`src/rtl/commit_queue.sv`:
```
// commit_queue: in-order buffer between the WB stage and the commit sink.
// Checks that retire sequence numbers are contiguous, counts retired records,
// and freezes intake once the halt trap instruction has been accepted.
module commit_queue #(
   parameter int          DEPTH     = 4,
   parameter logic [31:0] HALT_INST = 32'h0005006b
) (
   input  logic        clk,
   input  logic        reset,
   input  logic        in_valid,
   output logic        in_ready,
   input  logic [31:0] in_inst,
   input  logic [63:0] in_pc,
   input  logic [63:0] in_counter,
   input  logic        in_wen,
   input  logic [4:0]  in_wdst,
   input  logic [63:0] in_wdata,
   input  logic        in_jump_en,
   input  logic [63:0] in_jump_target,
   output logic        out_valid,
   input  logic        out_ready,
   output logic [31:0] out_inst,
   output logic [63:0] out_pc,
   output logic [63:0] out_counter,
   output logic        out_wen,
   output logic [4:0]  out_wdst,
   output logic [63:0] out_wdata,
   output logic        out_jump_en,
   output logic [63:0] out_jump_target,
   output logic [63:0] retired,
   output logic        seq_err,
   output logic        halted
);

   localparam int             AW       = $clog2(DEPTH);
   localparam logic [AW:0]    FULL_CNT = (AW+1)'(DEPTH);

   typedef struct packed {
      logic [31:0] inst;
      logic [63:0] pc;
      logic [63:0] counter;
      logic        wen;
      logic [4:0]  wdst;
      logic [63:0] wdata;
      logic        jump_en;
      logic [63:0] jump_target;
   } rec_t;

   rec_t          mem [DEPTH];
   rec_t          in_rec;
   rec_t          head;
   logic [AW-1:0] wr_ptr;
   logic [AW-1:0] rd_ptr;
   logic [AW:0]   count;
   logic [63:0]   expected;
   logic          halt_seen;
   logic          full;
   logic          empty;
   logic          push;
   logic          pop;

   assign full      = (count == FULL_CNT);
   assign empty     = (count == '0);
   // intake never looks at out_ready, so a full queue stays closed for a cycle
   assign in_ready  = !full && !halt_seen;
   assign out_valid = !empty;
   assign push      = in_valid && in_ready;
   assign pop       = out_valid && out_ready;

   // Pack the incoming record; writes to x0 are architecturally invisible
   always_comb begin
      in_rec             = '0;
      in_rec.inst        = in_inst;
      in_rec.pc          = in_pc;
      in_rec.counter     = in_counter;
      in_rec.wen         = in_wen && (in_wdst != 5'd0);
      in_rec.wdst        = in_wdst;
      in_rec.wdata       = in_wdata;
      in_rec.jump_en     = in_jump_en;
      in_rec.jump_target = in_jump_target;
   end

   // Storage array; contents are don't-care while the slot is unoccupied
   always_ff @(posedge clk) begin
      if (push) mem[wr_ptr] <= in_rec;
   end

   // Pointers and occupancy
   always_ff @(posedge clk or posedge reset) begin
      if (reset) begin
         wr_ptr <= '0;
         rd_ptr <= '0;
         count  <= '0;
      end else begin
         if (push) wr_ptr <= wr_ptr + 1'b1;
         if (pop)  rd_ptr <= rd_ptr + 1'b1;
         case ({push, pop})
            2'b10:   count <= count + 1'b1;
            2'b01:   count <= count - 1'b1;
            default: count <= count;
         endcase
      end
   end

   // Head view; zeroed when empty so the sink never sees a stale record
   always_comb begin
      head = '0;
      if (!empty) head = mem[rd_ptr];
   end

   assign out_inst        = head.inst;
   assign out_pc          = head.pc;
   assign out_counter     = head.counter;
   assign out_wen         = head.wen;
   assign out_wdst        = head.wdst;
   assign out_wdata       = head.wdata;
   assign out_jump_en     = head.jump_en;
   assign out_jump_target = head.jump_target;

   // Sequence check and halt detection on accepted records
   always_ff @(posedge clk or posedge reset) begin
      if (reset) begin
         expected  <= '0;
         seq_err   <= 1'b0;
         halt_seen <= 1'b0;
      end else if (push) begin
         if (in_counter != expected) seq_err <= 1'b1;
         expected <= in_counter + 64'd1;
         if (in_inst == HALT_INST) halt_seen <= 1'b1;
      end
   end

   // Retire counting and halt reporting on popped records
   always_ff @(posedge clk or posedge reset) begin
      if (reset) begin
         retired <= '0;
         halted  <= 1'b0;
      end else if (pop) begin
         retired <= retired + 64'd1;
         if (head.inst == HALT_INST) halted <= 1'b1;
      end
   end

endmodule

```
`config.mk`:
```
export PLATFORM = sky130hd
export DESIGN_NAME = commit_queue
export DESIGN_NICKNAME = d
export VERILOG_FILES = /design/src/rtl/commit_queue.sv
export SDC_FILE = /design/constraint.sdc
export NUM_CORES = 1
export LEC_CHECK = 0
export ABC_AREA = 1
export CAP_MARGIN = 20
export CELL_PAD_IN_SITES_DETAIL_PLACEMENT = 0
export CELL_PAD_IN_SITES_GLOBAL_PLACEMENT = 1
export CORE_MARGIN = 5
export CORE_UTILIZATION = 25
export CTS_BUF_LIST = sky130_fd_sc_hd__clkbuf_4 sky130_fd_sc_hd__clkbuf_8 sky130_fd_sc_hd__clkbuf_16
export DETAILED_ROUTE_END_ITERATION = 10
export PLACE_DENSITY = 0.5
export SYNTH_ARGS = -nofsm -noshare
export SYNTH_HDL_FRONTEND = slang
export SYNTH_SLANG_ARGS = --single-unit
```
`constraint.sdc`:
```
create_clock -name clk -period 18.01 [get_ports clk]
set_clock_uncertainty 0.2 [all_clocks]
set_input_delay 3.602 -clock clk [delete_from_list [all_inputs] [get_ports clk]]
set_output_delay 3.602 -clock clk [all_outputs]
set_load 0.005 [all_outputs]
```
==> impl_metrics.csv, run 1 <==
group,metric,value,unit
timing,final-hold-violation-count,0,
clocking,cts_tree,"done",
floorplanning,fp.dieW,480,um
timing,max_freq,108,MHz
clocking,cts_made_buffers,158,
timing,min_period,9230,ps
detailed_routing,wl_per_cell,21.6,um
yosys,syn_avg_cell_area,11.2,um2
timing,worst_pin_slew,1240,ps
floorplanning,ios,662,
yosys,netlist_area,0.0552,mm2
clocking,cts_max_path_buffers,3,
power_and_ir_drop,p_leak,24.4,nW
detailed_routing,vias_per_cell,4.38,
worst_setup_path,crit_path_max_fanout,80,
clocking,cts_setup_buffers,0,
yosys,yosysWarnings,0,
cells_and_area,final-seq-area,0.0389,mm2
yosys,synth_common_cells,"nor2_1 (1281), edfxtp_1 (1180), nand2_1 (614)",
detailed_routing,drc,0,
min_path,min_path_type,"flop to flop",
cells_and_area,final_util,0.319,
power_and_ir_drop,power.density,147,mW/mm2
global_routing,globalRouteOverflowTotal,0,
global_routing,antenna_found_initial,55,
detailed_routing,ant_nets,0,
detailed_routing,drtIter0Drc,2588,
yosys,synth_cell_types,44,
floorplanning,core,0.220,mm2
timing,setup_viol_count_final,0,
yosys,yosys_register_bits,1318,
power_and_ir_drop,power,0.0103,W
placement,io_buffers,661,
yosys,synth.top_cell.area_share,0.642,
clocking,clk_pin_slew,60,ps
yosys,yosys-top-cells-area,"edfxtp_1 (64%), nor2_1 (8.7%), dfrtp_1 (6.3%)",
cells_and_area,design_area,0.0701,mm2
worst_setup_path,crit_path_start_kind,"flop",
clocking,hold_buffers,0,
yosys,synth_top_flop_cell,"edfxtp_1",
global_routing,grt_max_degree,271,
floorplanning,dieArea,0.230,mm2
worst_setup_path,cp_data_required_time,14210,ps
floorplanning,die_y,480,um
cells_and_area,multi_input_area,0.0145,mm2
timing,tns,0,ps
placement,dp_hpwl,117000,um
yosys,post-synth-top-area-cell,"edfxtp_1",
floorplanning,num_rows,172,
cells_and_area,fillers,22200,
global_routing,grt_pass1_vias,36900,
yosys,syn-instance-count,4948,
power_and_ir_drop,vdd_drop_max,0.142,mV
clocking,cts_resized,0,
cells_and_area,area_growth,27.0,%
detailed_routing,dr.pass1.iters,5,
yosys,syn-num-nets,5255,
timing,maxSlewHeadroom,0.171,
yosys,async_flop_share,0.105,
flow_run,cap_violations,0,
placement,pre_cts_ws,9390,ps
cells_and_area,drive_gt1_frac,0.0646,
yosys,synth_edf_count,1180,
global_routing,groute.usage.overall,0.157,
worst_setup_path,crit_arrival,5430,ps
clocking,cts-htree-levels,4,
timing,rsz0062_at_grt,"no",
yosys,synth_most_common_cell,"nor2_1",
clocking,cts-root-buf,"clkbuf_16",
timing,drv_slew,0,
timing,period_share,0.513,
floorplanning,start_util,0.251,
placement,gp_congestion,0.781,
detailed_routing,vias,38000,
global_routing,grt_pass1_wl,269000,um
worst_setup_path,criticalPathCategory,"flop to output pin",
cells_and_area,final_nets,5878,
timing,setup_ws,8780,ps
clocking,cts.sinks,1318,
yosys,yosysSeqAreaShare,0.704,
detailed_routing,drt_wl_total,187000,um
clocking,worstSkewPairLatency,780,ps
worst_setup_path,endpoint_kind,"output pin",
run_status,status,"completed",
placement,dpl_cell_area,0.0649,mm2
layout by cell type (no fill, tap or decap), types with 3 or more instances in the layout:
master / n
ha_1: 7
inv_2: 4
buf_4: 39
xnor2_1: 29
clkbuf_4: 38
nor4_1: 6
dfrtp_1: 136
o21ai_1: 21
nand4_1: 51
clkbuf_8: 3
nand3b_1: 9
nand2_4: 5
nand3_1: 118
nor3_1: 35
a21oi_1: 283
diode_2: 23
clkinv_2: 23
o21ai_0: 569
inv_6: 9
buf_12: 8
nand2_1: 613
clkinv_1: 34
bufinv_16: 14
clkdlybuf4s50_1: 661
inv_1: 190
nand2_2: 10
nor2_2: 11
edfxtp_1: 1180
nand3_2: 5
clkbuf_16: 162
nor2_4: 19
and2_1: 6
xor2_1: 93
nor2_1: 1277
where the power goes:
| group | leakage (nW) | switching (W) | internal, W |
|---|---|---|---|
| Sequential | 12.4 | 0.0000491 | 0.00335 |
| Clock | 2.58 | 0.00127 | 0.00191 |
| Combinational | 9.47 | 0.00219 | 0.00154 |
| Total | 24.4 | 0.00350 | 0.00679 |
kinds of logic (layout without fill, tap and decap cells):
kind of cell             after synthesis  count (layout)  share of synthesized area
AO/OA/AOI/OAI                        881             881                     0.0802
XOR/XNOR                             122             122                     0.0193
adder cells (fa/ha/maj)                8               8                    0.00195
buffers and inverters                444            1192                     0.0343
flip-flops                          1318            1318                      0.704
other                                  0              23                          0
AND/OR/NAND/NOR                     2175            2175                      0.160
state kept, by name (all words and copies together), names as in the netlist:
signal,cells
halted,1
wr_ptr,2
halt_seen,1
mem,1180
seq_err,1
count,3
expected,64
retired,64
rd_ptr,2
worst max-delay path, cell delays in order, from the launching register on:
cell and delay, ps:
dfrtp_4 690, inv_8 430, buf_4 790, buf_4 680, buf_4 740, nand3_1 150, a21oi_1 410, clkdlybuf4s50_1 590
layout make-up:
cell class / instances / share of cell area
antenna: 23 / 0.000821
clock buffer: 203 / 0.0625
clock inverter: 82 / 0.0110
inverter: 199 / 0.0112
multi-input combinational: 3186 / 0.207
sequential: 1318 / 0.555
tap: 2958 / 0.0528
timing repair buffer: 708 / 0.101
per-stage QoR:
| step | cells | hold WS, ps |
|---|---|---|
| floorplan | 4948 | 234 |
| global placement | 8369 | 259 |
| detailed placement | 8369 | 264 |
| CTS | 8654 | 289 |
| global route | 8664 | 302 |
| finish | 8677 | 274 |
final timing paths:
check	start	endpoint	slack, ps	cells past startpoint
hold / removal	halt_seen	halt_seen	270	2
max in group asynchronous	reset	expected[44]	12930	3
setup / recovery	rd_ptr[1]	out_inst[27]	8780	7
hold reg to reg	halt_seen	halt_seen	270	2
min in group asynchronous	reset	retired[8]	3170	2
setup reg to reg	rd_ptr[1]	halted	12940	12
metal layers:
metal | GRT usage | share of wire | wire, um | vias to the layer above
li1 | - | - | - | 18300
met1 | 0.213 | 0.45 | 84400 | 18400
met2 | 0.249 | 0.46 | 85900 | 900
met3 | 0.0419 | 0.065 | 12200 | 290
met4 | 0.0450 | 0.024 | 4450 | 44
met5 | 0 | 0.0015 | 276 | -
No activity file was read; power rests on OpenSTA's default activity.
==> run 2, diff against run 1 <==
PLACE_DENSITY = 0.52   (was 0.5)
clock period = 8.07 ns   (was 18.01 ns; I/O delays follow)
==> run 2 against run 1 <==
Against the previous run:
- combinational power is 130% higher
- largest power group unchanged
- critical path type unchanged
- power grew 120%
- critical path depth down 2
- sequential cell count did not move
==> impl_metrics.csv, run 2 (synthesized netlist as in run 1, its figures left out) <==
group,metric,value,unit
global_routing,globalRouteOverflowTotal,0,
timing,maxSlewHeadroom,0.131,
timing,period_share,0.780,
cells_and_area,drive_gt1_frac,0.0667,
timing,rsz0062_at_grt,"no",
worst_setup_path,criticalPathCategory,"flop to output pin",
cells_and_area,design_area,0.0703,mm2
min_path,min_path_type,"flop to flop",
timing,max_freq,159,MHz
detailed_routing,wl_met3,11600,um
cells_and_area,finalNonFillerCells,8694,
timing,final-hold-violation-count,0,
cells_and_area,fillers,22200,
floorplanning,core,0.220,mm2
worst_setup_path,reg2reg_from,"count[1]",
cells_and_area,largest_reg_flops,1180,
clocking,clk_pin_slew,60,ps
worst_setup_path,startpoint,"rd_ptr[0]",
clocking,cts_tree,"done",
detailed_routing,drc,0,
detailed_routing,dr.pass1.iters,5,
placement,dp_cells,8378,
timing,setup_viol_count_final,0,
timing,drv_slew,0,
clocking,cts_max_path_buffers,3,
detailed_routing,wl_met2,85900,um
worst_setup_path,crit_path_max_fanout,206,
worst_setup_path,crit_path_start_kind,"flop",
detailed_routing,highest_layer,"met5",
detailed_routing,drt_wl_total,186000,um
clocking,cts_made_buffers,158,
floorplanning,start_util,0.251,
global_routing,grt_pass1_wl,267000,um
placement,dp_hpwl,117000,um
floorplanning,ios,662,
detailed_routing,vias,38000,
cells_and_area,final_cell_mix,"nor2_1 (1277), edfxtp_1 (1180), clkdlybuf4s50_1 (661), nand2_1 (613), o21ai_0 (569)",
detailed_routing,ant_nets,0,
cells_and_area,layout.cells.most_common,"nor2_1",
worst_setup_path,endpoint_kind,"output pin",
power_and_ir_drop,vdd_drop_max,0.235,mV
run_status,status,"completed",
power_and_ir_drop,power.density,326,mW/mm2
cells_and_area,final_nets,5887,
detailed_routing,vias_per_cell,4.37,
global_routing,antenna_found_initial,46,
min_path,min_from,"halted",
worst_setup_path,cp_data_required_time,6260,ps
flow_run,cap_violations,0,
placement,io_buffers,661,
cells_and_area,reg_top3,"mem x1180, expected x64, retired x64",
timing,worst_pin_slew,1300,ps
worst_setup_path,crit_arrival,4480,ps
timing,whs,263,ps
global_routing,grt_max_degree,207,
floorplanning,dieArea,0.230,mm2
clocking,hold_buffers,0,
cells_and_area,final_util,0.320,
global_routing,groute.usage.overall,0.156,
cells_and_area,top_register,"mem",
clocking,cts-root-buf,"clkbuf_16",
power_and_ir_drop,p_leak,24.5,nW
placement,dpl_cell_area,0.0651,mm2
placement,gp_congestion,0.772,
floorplanning,die_y,480,um
floorplanning,num_rows,172,
cells_and_area,area_growth,27.2,%
clocking,cts-htree-levels,4,
detailed_routing,drt-met1-wl,83900,um
timing,min_period,6290,ps
timing,tns,0,ps
clocking,cts_resized,0,
floorplanning,fp.dieW,480,um
clocking,worstSkewPairLatency,790,ps
global_routing,grt_pass1_vias,37200,
clocking,cts.sinks,1318,
detailed_routing,wl_per_cell,21.4,um
clocking,cts_setup_buffers,0,
detailed_routing,drtIter0Drc,2380,
==> run 2: final timing paths <==
kind | end | cells past startpoint | slack, ps
worst max-delay path | out_counter[41] | 5 | 1780
worst min-delay path | halted | 2 | 260
worst max register to register | mem[2][256] | 7 | 3310
worst min register to register | halted | 2 | 260
max in group asynchronous | retired[50] | 3 | 5110
min in group asynchronous | retired[7] | 2 | 1150
==> run 2: power breakdown <==
group	internal, W	switching (W)	leakage, nW
clock network	0.00406	0.00290	2.54
registers	0.00747	0.000109	12.4
logic	0.00346	0.00491	9.55
total	0.0150	0.00793	24.5
==> run 2: stage by stage <==
step	worst slack [ps]	total power (W)
after floorplan	-2390	0.0115
after global placement	2600	0.0163
after detailed placement	2610	0.0163
after CTS	1690	0.0234
after global routing	1550	0.0242
final	1780	0.0229
==> run 2: layout make-up <==
class	instances	area, um2	area share
flip-flops and latches	1318	38900	0.554
multi-input cells	3186	14500	0.206
repair buffers	717	7250	0.103
clock buffers	203	4350	0.0619
well taps	2958	3700	0.0527
inverters	199	785	0.0112
clock inverters	87	719	0.0102
diodes	26	65.1	0.000926
==> run 2: layer usage <==
metal,vias up,GRT usage
met1,18500,0.207
met2,893,0.251
met4,28,0.0421
met3,241,0.0417
li1,18300,-
met5,-,0
==> run 2: critical path, cell delays in order (launching register included) <==
cell and delay (ps):
dfrtp_4 710, inv_16 520, buf_12 530, o21ai_0 220, a21oi_1 390, clkdlybuf4s50_1 590
